`config.mk`:
```
export PLATFORM = sky130hd
export DESIGN_NAME = inst_encoder
export DESIGN_NICKNAME = d
export VERILOG_FILES = /design/src/rtl/inst_encoder_pkg.sv /design/src/rtl/inst_field_pack.sv /design/src/rtl/inst_encoder.sv
export SDC_FILE = /design/constraint.sdc
export NUM_CORES = 1
export LEC_CHECK = 0
export ABC_AREA = 1
export CAP_MARGIN = 20
export CELL_PAD_IN_SITES_DETAIL_PLACEMENT = 0
export CELL_PAD_IN_SITES_GLOBAL_PLACEMENT = 1
export CORE_MARGIN = 3
export CORE_UTILIZATION = 34
export DETAILED_ROUTE_END_ITERATION = 16
export PLACE_DENSITY = 0.88
export SYNTH_ARGS = -nofsm -noshare
export SYNTH_HDL_FRONTEND = slang
export SYNTH_SLANG_ARGS = --single-unit
```
`constraint.sdc`:
```
create_clock -name clk -period 3.33 [get_ports clk]
set_clock_uncertainty 0.15 [all_clocks]
set_input_delay 0.8325 -clock clk [delete_from_list [all_inputs] [get_ports clk]]
set_output_delay 0.8325 -clock clk [all_outputs]
set_load 0.01 [all_outputs]
```
`src/rtl/inst_encoder_pkg.sv`:
```
// Shared definitions for the RV32I streaming encoder: op codes, error codes,
// RV32I opcode/funct fields and the encoder FSM state type.
package inst_encoder_pkg;

  // Symbolic op selector on in_op
  localparam logic [2:0] OP_ADD  = 3'd0;
  localparam logic [2:0] OP_SUB  = 3'd1;
  localparam logic [2:0] OP_AND  = 3'd2;
  localparam logic [2:0] OP_OR   = 3'd3;
  localparam logic [2:0] OP_ADDI = 3'd4;
  localparam logic [2:0] OP_LUI  = 3'd5;
  localparam logic [2:0] OP_JAL  = 3'd6;

  // First-error codes reported on err_code
  localparam logic [1:0] ERR_NONE  = 2'd0;
  localparam logic [1:0] ERR_BADOP = 2'd1;
  localparam logic [1:0] ERR_RANGE = 2'd2;
  localparam logic [1:0] ERR_ALIGN = 2'd3;

  // RV32I major opcodes and function fields, same layout as the decoder
  localparam logic [6:0] OPCODE_OP     = 7'b0110011;
  localparam logic [6:0] OPCODE_OP_IMM = 7'b0010011;
  localparam logic [6:0] OPCODE_LUI    = 7'b0110111;
  localparam logic [6:0] OPCODE_JAL    = 7'b1101111;

  localparam logic [2:0] FUNCT3_ADD_SUB = 3'b000;
  localparam logic [2:0] FUNCT3_AND     = 3'b111;
  localparam logic [2:0] FUNCT3_OR      = 3'b110;

  localparam logic [6:0] FUNCT7_BASE = 7'b0000000;
  localparam logic [6:0] FUNCT7_SUB  = 7'b0100000;

  // Encoder FSM states
  typedef enum logic [1:0] {
    ENC_IDLE  = 2'd0,
    ENC_RUN   = 2'd1,
    ENC_DRAIN = 2'd2,
    ENC_DONE  = 2'd3
  } enc_state_e;

endpackage

```
`src/rtl/inst_field_pack.sv`:
```
// Combinational packer: turns one symbolic op into a 32-bit RV32I word and
// reports whether the op is legal (err_code == ERR_NONE) or why it is not.
module inst_field_pack
  import inst_encoder_pkg::*;
(
  input  logic [2:0]  op,
  input  logic [4:0]  rd,
  input  logic [4:0]  rs1,
  input  logic [4:0]  rs2,
  input  logic [31:0] imm,
  output logic [31:0] word,
  output logic [1:0]  err_code
);

  // ADDI immediate fits the signed 12-bit field when bits 31..11 are a pure sign extension
  logic addi_in_range;
  // JAL offset fits the signed 21-bit field when bits 31..20 are a pure sign extension
  logic jal_in_range;

  assign addi_in_range = (&imm[31:11]) || (~|imm[31:11]);
  assign jal_in_range  = (&imm[31:20]) || (~|imm[31:20]);

  // Field packing and legality check; priority is bad op, then range, then alignment
  always_comb begin
    word     = 32'h0;
    err_code = ERR_NONE;
    case (op)
      OP_ADD:  word = {FUNCT7_BASE, rs2, rs1, FUNCT3_ADD_SUB, rd, OPCODE_OP};
      OP_SUB:  word = {FUNCT7_SUB,  rs2, rs1, FUNCT3_ADD_SUB, rd, OPCODE_OP};
      OP_AND:  word = {FUNCT7_BASE, rs2, rs1, FUNCT3_AND,     rd, OPCODE_OP};
      OP_OR:   word = {FUNCT7_BASE, rs2, rs1, FUNCT3_OR,      rd, OPCODE_OP};
      OP_ADDI: begin
        word = {imm[11:0], rs1, FUNCT3_ADD_SUB, rd, OPCODE_OP_IMM};
        if (!addi_in_range) err_code = ERR_RANGE;
      end
      OP_LUI: begin
        word = {imm[31:12], rd, OPCODE_LUI};
        if (imm[11:0] != 12'h0) err_code = ERR_ALIGN;
      end
      OP_JAL: begin
        word = {imm[20], imm[10:1], imm[11], imm[19:12], rd, OPCODE_JAL};
        if (!jal_in_range)  err_code = ERR_RANGE;
        else if (imm[0])    err_code = ERR_ALIGN;
      end
      default: err_code = ERR_BADOP;
    endcase
  end

endmodule

```
`src/rtl/inst_encoder.sv`:
```
// Streaming RV32I encoder / program loader. Accepts symbolic ops over a
// valid/ready handshake and writes the packed words to consecutive imem
// byte addresses starting at a latched base address.
//
// Handshakes: an op transfers on a rising edge where in_valid && in_ready;
// a word transfers on a rising edge where mem_we && mem_ready. While a word
// is offered and not taken, mem_we/mem_addr/mem_wdata are held stable and
// in_ready stays low, so a new op is taken only when the output register is
// empty or is being emptied on the same edge.
module inst_encoder
  import inst_encoder_pkg::*;
#(
  parameter int ADDR_W = 10
) (
  input  logic              clk,
  input  logic              rst_n,
  input  logic              start,
  input  logic [ADDR_W-1:0] base_addr,
  input  logic              in_valid,
  output logic              in_ready,
  input  logic [2:0]        in_op,
  input  logic [4:0]        in_rd,
  input  logic [4:0]        in_rs1,
  input  logic [4:0]        in_rs2,
  input  logic [31:0]       in_imm,
  input  logic              in_last,
  output logic              mem_we,
  output logic [ADDR_W-1:0] mem_addr,
  output logic [31:0]       mem_wdata,
  input  logic              mem_ready,
  output logic              busy,
  output logic              done,
  output logic              err,
  output logic [1:0]        err_code,
  output logic [ADDR_W-1:0] word_count
);

  enc_state_e        state_q;
  enc_state_e        state_d;
  logic [ADDR_W-1:0] next_addr;   // address the next accepted word will be written to
  logic [31:0]       pack_word;
  logic [1:0]        pack_err;
  logic              accept;
  logic              wr_hs;
  logic              op_ok;

  inst_field_pack u_pack (
    .op       (in_op),
    .rd       (in_rd),
    .rs1      (in_rs1),
    .rs2      (in_rs2),
    .imm      (in_imm),
    .word     (pack_word),
    .err_code (pack_err)
  );

  assign in_ready = (state_q == ENC_RUN) && (!mem_we || mem_ready);
  assign accept   = in_valid && in_ready;
  assign wr_hs    = mem_we && mem_ready;
  assign op_ok    = (pack_err == ERR_NONE);
  assign busy     = (state_q != ENC_IDLE);
  assign done     = (state_q == ENC_DONE);

  // FSM state register
  always_ff @(posedge clk or negedge rst_n) begin
    if (!rst_n) state_q <= ENC_IDLE;
    else        state_q <= state_d;
  end

  // Next state: DRAIN waits until the output register has been emptied
  always_comb begin
    state_d = state_q;
    case (state_q)
      ENC_IDLE:  if (start)              state_d = ENC_RUN;
      ENC_RUN:   if (accept && in_last)  state_d = ENC_DRAIN;
      ENC_DRAIN: if (!mem_we)            state_d = ENC_DONE;
      ENC_DONE:                          state_d = ENC_IDLE;
      default:                           state_d = ENC_IDLE;
    endcase
  end

  // Output register, write address, word counter and sticky error
  always_ff @(posedge clk or negedge rst_n) begin
    if (!rst_n) begin
      mem_we     <= 1'b0;
      mem_addr   <= '0;
      mem_wdata  <= 32'h0;
      next_addr  <= '0;
      word_count <= '0;
      err        <= 1'b0;
      err_code   <= ERR_NONE;
    end else begin
      if ((state_q == ENC_IDLE) && start) begin
        next_addr  <= {base_addr[ADDR_W-1:2], 2'b00};
        word_count <= '0;
        err        <= 1'b0;
        err_code   <= ERR_NONE;
      end
      if (accept && op_ok) begin
        mem_we    <= 1'b1;
        mem_addr  <= next_addr;
        mem_wdata <= pack_word;
        next_addr <= next_addr + ADDR_W'(4);
      end else if (wr_hs) begin
        mem_we <= 1'b0;
      end
      if (wr_hs) word_count <= word_count + ADDR_W'(1);
      if (accept && !op_ok) begin
        err <= 1'b1;
        if (err_code == ERR_NONE) err_code <= pack_err;
      end
    end
  end

endmodule

```
==> flow_summary.toml, run 1 <==
[placement]
dpl-instance-area_um2 = 4892
dp_slack_ps = 179.5
port-buffer-count = 120
dp_cells = 728
gp_congestion = 0.9005
hpwl_mm = 8.219

[yosys]
synthTopCellsByCount = "nand2_1, dfrtp_1, nor2_1"
syn_area_um2 = 3583
ys_seq_area_frac = 0.4330
synth_edf_count = 0
ys_ff_latch = 62
synth_area_per_cell_um2 = 7.373
yosysWarnings = 0
yosysTopAreaCell = "dfrtp_1"
synthTopCellsByArea = "dfrtp_1, nand2_1, nand3_1, o21ai_0, nor2_1"
ys_async_sr_fraction = 1.000
yosysUniqueCellTypes = 35
synth_top_area_frac = 0.4330
syn_inst = 486
synthMostInstantiatedCell = "nand2_1"
synthFlopType = "dfrtp_1"

[setup_path]
cp_num_cells = 5
crit_path_start_kind = "primary input"
ff2ff_setup_slack_ps = 1250
crit_path_end_kind = "output port"
r2r_end = "mem_wdata[5]$_DFFE_PN0P_"
cp.required_ps = 2350
crit_buf_inv = 3
cp_top_family = "buffers and inverters"
cp-startpoint = "mem_ready"
r2r_cells = 9
path_max_fanout = 2
cp-endpoint = "in_ready"
cp_common_cell = "clkdlybuf4s50_1"
cp_slowest_cell = "clkdlybuf4s50_1"
reg2reg_from = "state_q[1]$_DFFE_PN0P_"
cp_cell_sequence = "clkdlybuf4s50_1, inv_1, nand2_1, and2_1, clkdlybuf4s50_1"
max_stage_delay_ps = 540
crit_type = "in -> out"
worstPathArrival_ps = 2090

[die]
num_rows = 36
die_w_um = 108.7
io_pins = 125
start_util = 0.3584
dieHeight_um = 108.7
core_area_um2 = 10000
dieArea_um2 = 11810

[global_routing]
met1_usage = 0.2436
grt_pass1_vias = 3655
use_met2 = 0.3213
grt_max_degree = 40
track_usage = 0.1904
use_met3 = 0.03848
busiest_layer = "met2"
gr-total-overflow = 0
grt_pass1_wl_mm = 17.71
antenna_found_initial = 0

[flow_run]
cap_violations = 0

[detailed_routing]
ant_nets = 0
wl_mm = 10.54
wl_per_cell_um = 14.17
vias = 3618
drt_iter0_drc = 180
vias_per_cell = 4.863
first_pass_iters = 4
drc = 0

[clocking]
cts_sinks = 62
holdBufCountCts = 0
cts_resized = 0
cts_buffers = 9
cts_setup_buffers = 0
clk_latency_ps = 340
cts_max_path_buffers = 2
cts_tree = "done"
cts_htree_levels = 3
clockRootBuffer = "clkbuf_8"
clk_pin_slew_ps = 70

[final_layout]
layout.nets = 679
nFillCells = 981
final_cells = 744
final_cell_area_um2 = 5139
diodes = 0
syn2layout_area_growth_pct = 43.40
layout-drive-gt1-share = 0.06383

[sta]
fin_crit_ps = 3073
tns_ps = 0
post-route-period-util = 0.9228
fmax_mhz = 325.4
worst-slew-pin-transition_ps = 688.1
hold_viol = 0
slew_headroom = 0.5413
slew_viol_final = 0
setup_viol = 0
hold_ws_ps = 329.4
rsz0062_at_grt = "false"
worst_slack_ps = 257.1

[worst_hold_path]
min_path_type = "reg -> reg"
whs_path_depth = 2
min_from = "mem_wdata[9]$_DFFE_PN0P_"

[power_and_ir_drop]
leakagePower_nw = 2.447
ir_worst_vdd_v = 0.0002525
p_per_area_nw_per_um2 = 687.2

[run_status]
status = "finished, final reports clean"
through the flow:
stage | total power, mW | utilization
2_1_floorplan | 1.946 | -
4_1_cts | 3.576 | 0.5139
6_report | 3.531 | 0.5139
3_3_place_gp | 2.695 | 0.4892
3_5_place_dp | 2.742 | 0.4892
5_1_grt | 3.797 | 0.5139
where the power goes:
| part | switching, mW | internal (mW) |
|---|---|---|
| Sequential | 0.211 | 1.05 |
| Combinational | 0.700 | 0.757 |
| Clock | 0.318 | 0.499 |
layout make-up:
class / instances / area (um^2) / share of cell area
multi-input cells: 361 / 1749 / 0.3404
clock buffers: 9 / 123.9 / 0.02411
well taps: 133 / 166.4 / 0.03238
flip-flops and latches: 62 / 1551 / 0.3019
repair buffers: 129 / 1264 / 0.2459
inverters: 43 / 161.4 / 0.03141
clock inverters: 7 / 122.6 / 0.02386
flip-flops by register name (all words and copies together) (netlist names):
register / flops
mem_wdata: 30
word_count: 10
mem_addr: 8
mem_we: 1
next_addr: 8
err_code: 2
err: 1
state_q: 2
cells by family after synthesis:
| kind of cell | share of synthesized area |
|---|---|
| and+or+nand+nor | 0.3314 |
| DFF | 0.4330 |
| AOI/OAI and AO/OA | 0.1131 |
| adders and majority gates | 0.02444 |
| other | 0.001046 |
| xor gates and xnor gates | 0.01711 |
| buffers and inverters | 0.07995 |
tightest hold or removal path: cells and delay by family (launching register included):
kind / cells / cell delay, ps
flops: 1 / 340
simple gates: 2 / 100
cells in the final DEF, fill, tap and decap left out:
cell type,count
inv_2,4
xnor2_1,2
nand2_2,3
and2_1,2
dfrtp_1,62
a21oi_2,1
o31ai_1,2
a221oi_1,3
o21ai_0,33
clkdlybuf4s50_1,119
nand4_1,12
a31oi_1,2
buf_2,1
nor3_1,9
buf_4,9
clkbuf_8,9
nand2_1,171
clkinv_1,1
nand3b_1,1
nor2_1,40
xor2_1,5
bufinv_16,3
a21oi_1,9
nor2_2,1
nand3_1,36
a21boi_0,5
nand4_4,1
o211a_1,5
conb_1,2
clkinv_4,2
a32o_1,2
nor2_4,2
o22ai_1,4
ha_1,7
inv_1,38
or2_2,1
clkinvlp_4,2
per-layer routing:
layer | up-vias | share of wire
met3 | 11 | 0.046
met5 | - | 0
li1 | 1817 | -
met4 | 0 | 0.018
met1 | 1691 | 0.45
met2 | 99 | 0.49
worst min-delay path by stage:
stage	end
after CTS	word_count[3]$_DFFE_PN0P_
after detailed placement	word_count[3]$_DFFE_PN0P_
after global placement	word_count[3]$_DFFE_PN0P_
after global routing	word_count[3]$_DFFE_PN0P_
final	mem_wdata[9]$_DFFE_PN0P_
after floorplan	mem_addr[9]$_DFFE_PN0P_
No activity file was read; power rests on OpenSTA's default activity.
==> run 2: changes to the inputs <==
--- a/config.mk
+++ b/config.mk
@@ -13,6 +13,7 @@
 export CORE_UTILIZATION = 34
 export DETAILED_ROUTE_END_ITERATION = 16
 export PLACE_DENSITY = 0.88
+export SLEW_MARGIN = 40
 export SYNTH_ARGS = -nofsm -noshare
 export SYNTH_HDL_FRONTEND = slang
 export SYNTH_SLANG_ARGS = --single-unit
==> results of run 2 <==
Final layout, timing and power as in run 1 (identical DEF).
